[src/rtl/add_share_arbiter_pkg.sv]
// Shared constants and helpers for the shared-adder arbiter.
// Optional carry output is selected by the ADD_ARB_CARRY_EN macro in the top.
package add_share_arbiter_pkg;

  localparam int unsigned ARB_DATA_LEN = 32;
  localparam int unsigned ARB_REQ_NUM  = 4;

  // Result slot occupancy; the slot flag itself is the state register.
  localparam logic [0:0] ST_EMPTY = 1'b0;
  localparam logic [0:0] ST_FULL  = 1'b1;

  function automatic int unsigned rr_next(input int unsigned idx, input int unsigned n);
    return (idx + 1) % n;
  endfunction

endpackage

[src/rtl/add_share_arbiter_rr_pick.sv]
// Round-robin picker: first valid requester at or after rr_ptr, cyclically.
module add_arb_rr_pick
  import add_share_arbiter_pkg::*;
#(
  parameter int unsigned REQ_NUM = ARB_REQ_NUM,
  localparam int unsigned ID_W   = $clog2(REQ_NUM)
) (
  input  logic [REQ_NUM-1:0] req_valid,
  input  logic [ID_W-1:0]    rr_ptr,
  output logic [ID_W-1:0]    grant_idx,
  output logic               any_valid
);

  // Walk offsets from farthest to nearest so the nearest valid one wins.
  always_comb begin
    grant_idx = '0;
    any_valid = 1'b0;
    for (int k = REQ_NUM - 1; k >= 0; k--) begin
      for (int i = 0; i < REQ_NUM; i++) begin
        if ((i == (int'(rr_ptr) + k) % int'(REQ_NUM)) && req_valid[i]) begin
          grant_idx = ID_W'(i);
          any_valid = 1'b1;
        end
      end
    end
  end

endmodule

[src/rtl/add_share_arbiter.sv]
// Time-shares one adder between REQ_NUM requesters with a single registered result slot.
// Define ADD_ARB_CARRY_EN to widen the adder and expose resp_cout.
//   state     | meaning
//   ST_EMPTY  | no result held; any valid request may be granted
//   ST_FULL   | result held in resp_*; new grant only if resp_ready drains it
module add_share_arbiter
  import add_share_arbiter_pkg::*;
#(
  parameter int unsigned DATA_LEN = ARB_DATA_LEN,
  parameter int unsigned REQ_NUM  = ARB_REQ_NUM,
  localparam int unsigned ID_W    = $clog2(REQ_NUM)
) (
  input  logic                        clk,
  input  logic                        rst_n,
  input  logic [REQ_NUM-1:0]          req_valid,
  output logic [REQ_NUM-1:0]          req_ready,
  input  logic [REQ_NUM*DATA_LEN-1:0] req_op_a,
  input  logic [REQ_NUM*DATA_LEN-1:0] req_op_b,
  output logic                        resp_valid,
  input  logic                        resp_ready,
  output logic [DATA_LEN-1:0]         resp_sum,
`ifdef ADD_ARB_CARRY_EN
  output logic                        resp_cout,
`endif
  output logic [ID_W-1:0]             resp_id
);

  logic [ID_W-1:0]     rr_ptr;
  logic [ID_W-1:0]     grant_idx;
  logic                any_valid;
  logic                slot_free;
  logic                accept;
  logic [DATA_LEN-1:0] op_a_sel;
  logic [DATA_LEN-1:0] op_b_sel;

  add_arb_rr_pick #(.REQ_NUM(REQ_NUM)) u_pick (
    .req_valid (req_valid),
    .rr_ptr    (rr_ptr),
    .grant_idx (grant_idx),
    .any_valid (any_valid)
  );

  assign slot_free = (resp_valid == ST_EMPTY) | resp_ready;
  // Gate with rst_n so no requester sees a grant while the slot is being cleared.
  assign accept    = rst_n & slot_free & any_valid;

  always_comb begin
    req_ready = '0;
    for (int i = 0; i < REQ_NUM; i++) begin
      if (accept && (grant_idx == ID_W'(i))) req_ready[i] = 1'b1;
    end
  end

  always_comb begin
    op_a_sel = '0;
    op_b_sel = '0;
    for (int i = 0; i < REQ_NUM; i++) begin
      if (grant_idx == ID_W'(i)) begin
        op_a_sel = req_op_a[i*DATA_LEN +: DATA_LEN];
        op_b_sel = req_op_b[i*DATA_LEN +: DATA_LEN];
      end
    end
  end

`ifdef ADD_ARB_CARRY_EN
  logic [DATA_LEN:0] sum_full;
  assign sum_full = {1'b0, op_a_sel} + {1'b0, op_b_sel};

  always_ff @(posedge clk or negedge rst_n) begin
    if (!rst_n) begin
      resp_cout <= 1'b0;
    end else if (accept) begin
      resp_cout <= sum_full[DATA_LEN];
    end
  end
`else
  logic [DATA_LEN-1:0] sum_full;
  assign sum_full = op_a_sel + op_b_sel;
`endif

  always_ff @(posedge clk or negedge rst_n) begin
    if (!rst_n) begin
      resp_valid <= ST_EMPTY;
      resp_sum   <= '0;
      resp_id    <= '0;
      rr_ptr     <= '0;
    end else if (accept) begin
      resp_valid <= ST_FULL;
      resp_sum   <= sum_full[DATA_LEN-1:0];
      resp_id    <= grant_idx;
      rr_ptr     <= ID_W'(rr_next(32'(grant_idx), REQ_NUM));
    end else if (resp_ready) begin
      resp_valid <= ST_EMPTY;
    end
  end

endmodule

[config.mk]
export PLATFORM = sky130hd
export DESIGN_NAME = add_share_arbiter
export DESIGN_NICKNAME = d
export VERILOG_FILES = /design/src/rtl/add_share_arbiter_pkg.sv /design/src/rtl/add_share_arbiter_rr_pick.sv /design/src/rtl/add_share_arbiter.sv
export SDC_FILE = /design/constraint.sdc
export NUM_CORES = 1
export LEC_CHECK = 0
export CAP_MARGIN = 20
export CORE_ASPECT_RATIO = 1.25
export CORE_MARGIN = 2
export CORE_UTILIZATION = 36
export DETAILED_ROUTE_END_ITERATION = 7
export GPL_TIMING_DRIVEN = 0
export PLACE_DENSITY = 0.8
export SLEW_MARGIN = 20
export SYNTH_ARGS = -nofsm -noshare
export SYNTH_HDL_FRONTEND = slang
export SYNTH_SLANG_ARGS = --single-unit
[constraint.sdc]
create_clock -name clk -period 4.1 [get_ports clk]
set_input_delay 0.82 -clock clk [delete_from_list [all_inputs] [get_ports clk]]
set_output_delay 0.82 -clock clk [all_outputs]
set_load 0.02 [all_outputs]
==> impl_metrics.toml <==
[run_status]
status = "finished, violations left"
violations = "setup timing"

[route]
drtPass1Iterations = 5
ant_nets = 0
drc = 0
wl_per_cell_um = 17.8
vias = 7409
drt_iter0_markers = 423
vias_per_cell = 5.35
wirelength_mm = 24.7

[sta]
period_share_pct = 112
fmax_ghz = 0.218
rsz0062_at_grt = "true"
finClkSkew_ps = 4.98
final.min_clock_period_ps = 4590
layout_setup_ws_ps = -490
setup_viol = 21
tightest_slew_ps = 624
final_hold_viol_count = 0
maxSlewViolCount = 0
timing.slew.headroom_pct = 57.9

[power_and_ir_drop]
power_density_nw_per_um2 = 637
p_leak_nw = 4.01
vdd_ir_drop_max_uv = 413

[synth]
synth_top_area_share_pct = 17.7
synth.most_common_cell = "nand2_1"
synth_enable_flop_cells = 0
synth-seq-area-share_pct = 17.7
yosysWarnings = 0
netlist_top_cells_area = "dfrtp_1, a21oi_1, nand2_1, nor2_1, o21ai_0"
synth_common_cells = "nand2_1, a21oi_1, nor2_1"
async_flop_share_pct = 100
ys.flop_type = "dfrtp_1"
avgSynthCellArea_um2 = 6.05
synth_cells = 864
ys_ff_latch = 37
synthesis.area_um2 = 5230
synth.distinct_cells = 52
yosys.area.top_type = "dfrtp_1"
synth_nets = 1163

[place]
place_ws_ps = -1700
io_buffers = 301
place_area_um2 = 8580
hpwl_mm = 19.7
place_congestion = 0.935

[layout]
area_delta_synth_final_pct = 84.0
antenna_cells = 0
regArea_um2 = 927
layout.nets = 1506
fillers = 1270
drive_gt1_share_pct = 14.5
stdcell_area_um2 = 9620
multi_input_area_um2 = 4450

[floorplanning]
rows = 49
initial_core_util_pct = 36.6
design.die.area_um2 = 15500
dieWidth_um = 112
core_um2 = 14300
die_h_um = 139
io_pins = 302

[clock_tree]
path_clk_slew_ps = 60
numCtsBuffers = 5
clk_path_buf_depth = 2
cts-root-buf = "clkbuf_16"
clkLatencyLatePin_ps = 280
tritoncts = "done"
cts_max_level = 2
cts.sinks = 37
ctsHoldBuffers = 0

[global_routing]
track_usage_pct = 30.4
grt_pass1_wl_mm = 37.7
grt_max_degree = 35
grt-ovfl-total = 0
antenna_found_initial = 0
grt_pass1_vias = 7161

[critical_path]
cp_slowest_cell = "a2111oi_4"
regToRegEndpoint = "resp_sum[28]"
crit_arrival_ps = 4750
crit_chain = "clkdlybuf4s15_2, o22ai_1, a21oi_2, ha_4, clkbuf_16, clkbuf_16, buf_2, a21oi_1, nor2_1, a21oi_1, o21ai_0, ha_1, a211o_1, o211ai_4, a211oi_4, a21o_1, buf_6, a2111oi_4, o31ai_1, mux2i_1, nand3_1"
crit_type = "in2reg"
critPathMaxFanout = 10
end_kind = "flop"
critPathLaunchType = "input pin"
worstPathRequired_ps = 4270
cpPeakStageDelay_ps = 420
worstRegToRegCells = 21
worstReg2RegStart = "rr_ptr[1]"
r2r_slack_ps = -370

[run]
cap_violations = 0

[min_path]
hold_path_class = "in2async"
[per-stage QoR]
step / util, % / hold WS (ps) / setup TNS [ps] / total power, W / instances
3_5_place_dp: 60.0 / 460 / -37790 / 0.00473 / 1344
5_1_grt: 67.3 / 362 / -9860 / 0.00658 / 1386
6_report: 67.3 / 355 / -5470 / 0.00613 / 1386
4_1_cts: 66.3 / 357 / -3700 / 0.00589 / 1377
3_3_place_gp: 59.9 / 456 / -40580 / 0.00468 / 1343
2_1_floorplan: - / 524 / -1340 / 0.00335 / 864
[flip-flops by register name, indices dropped and copies added, names as in the netlist]
register    flops
rr_ptr          2
resp_valid      1
resp_sum       32
resp_id         2
[power breakdown]
part           leakage [nW]  internal, W  total, W  switching, W
clock network        0.0841     0.000304  0.000449      0.000145
registers             0.456     0.000532  0.000639      0.000107
logic                  3.47      0.00224   0.00504       0.00280
[critical path, delay by kind of cell]
family / cells / cell delay [ps]
compound gates: 11 / 2100
mux: 1 / 170
simple gates: 2 / 220
buf+inv: 5 / 890
fa+ha+maj: 2 / 540
[cell type report]
cell class	count	area share, %
tap	178	2.32
timing repair buffer	343	35.3
inverter	15	0.585
buffer	56	4.05
clock buffer	7	1.48
multi-input combinational	749	46.3
clock inverter	1	0.312
sequential	37	9.64
[per-layer routing]
metal	share of wire, %	global-route usage [%]	vias to the layer above
li1	-	-	3661
met1	40	37.5	3332
met2	49	53.6	345
met3	6.6	3.67	71
met4	4.4	12.5	0
met5	0	0	-
[cells by family (layout without fill, tap and decap cells)]
kind of cell,after synthesis,count (layout),synth area share (%)
XOR/XNOR,27,27,4.52
AO/OA/AOI/OAI,320,320,35.2
buffers and inverters,78,422,5.74
flip-flops,37,37,17.7
AND/OR/NAND/NOR,364,364,27.7
multiplexers,2,2,0.383
adder cells (fa/ha/maj),36,36,8.76
[placed cells by master, fill, tap and decap left out, types with 6 or more instances in the layout]
cell | Yosys | routed
a21o_1 | 12 | 12
a21oi_1 | 152 | 134
a21oi_2 | 0 | 17
buf_2 | 6 | 8
buf_4 | 0 | 32
buf_6 | 0 | 10
clkbuf_1 | 45 | 16
clkbuf_16 | 0 | 7
clkbuf_2 | 0 | 14
clkbuf_8 | 0 | 8
clkdlybuf4s50_1 | 0 | 296
dfrtp_1 | 37 | 36
ha_1 | 35 | 23
ha_4 | 0 | 9
inv_1 | 15 | 13
nand2_1 | 190 | 186
nand3_1 | 7 | 6
nor2_1 | 140 | 134
o21a_1 | 9 | 8
o21ai_0 | 97 | 61
o21ai_1 | 1 | 27
o21ai_2 | 1 | 10
xnor2_1 | 15 | 15
xor2_1 | 12 | 12
[worst max-delay path by stage]
stage	from	end	slack [ps]
floorplan	req_valid[2]	resp_sum[18]	-290
global placement	req_valid[0]	resp_sum[30]	-1690
detailed placement	req_valid[0]	resp_sum[30]	-1700
CTS	req_valid[0]	resp_sum[26]	-460
global route	req_valid[0]	resp_sum[26]	-680
finish	req_valid[3]	resp_sum[28]	-490
[repair_timing]
item                                    CTS  global route
endpoints found under the setup margin   34            30
resized for setup                       158            36
pin swaps                                71            19
setup buffers                            31             9
cloned                                    2             0
No activity file was read; power rests on OpenSTA's default activity.
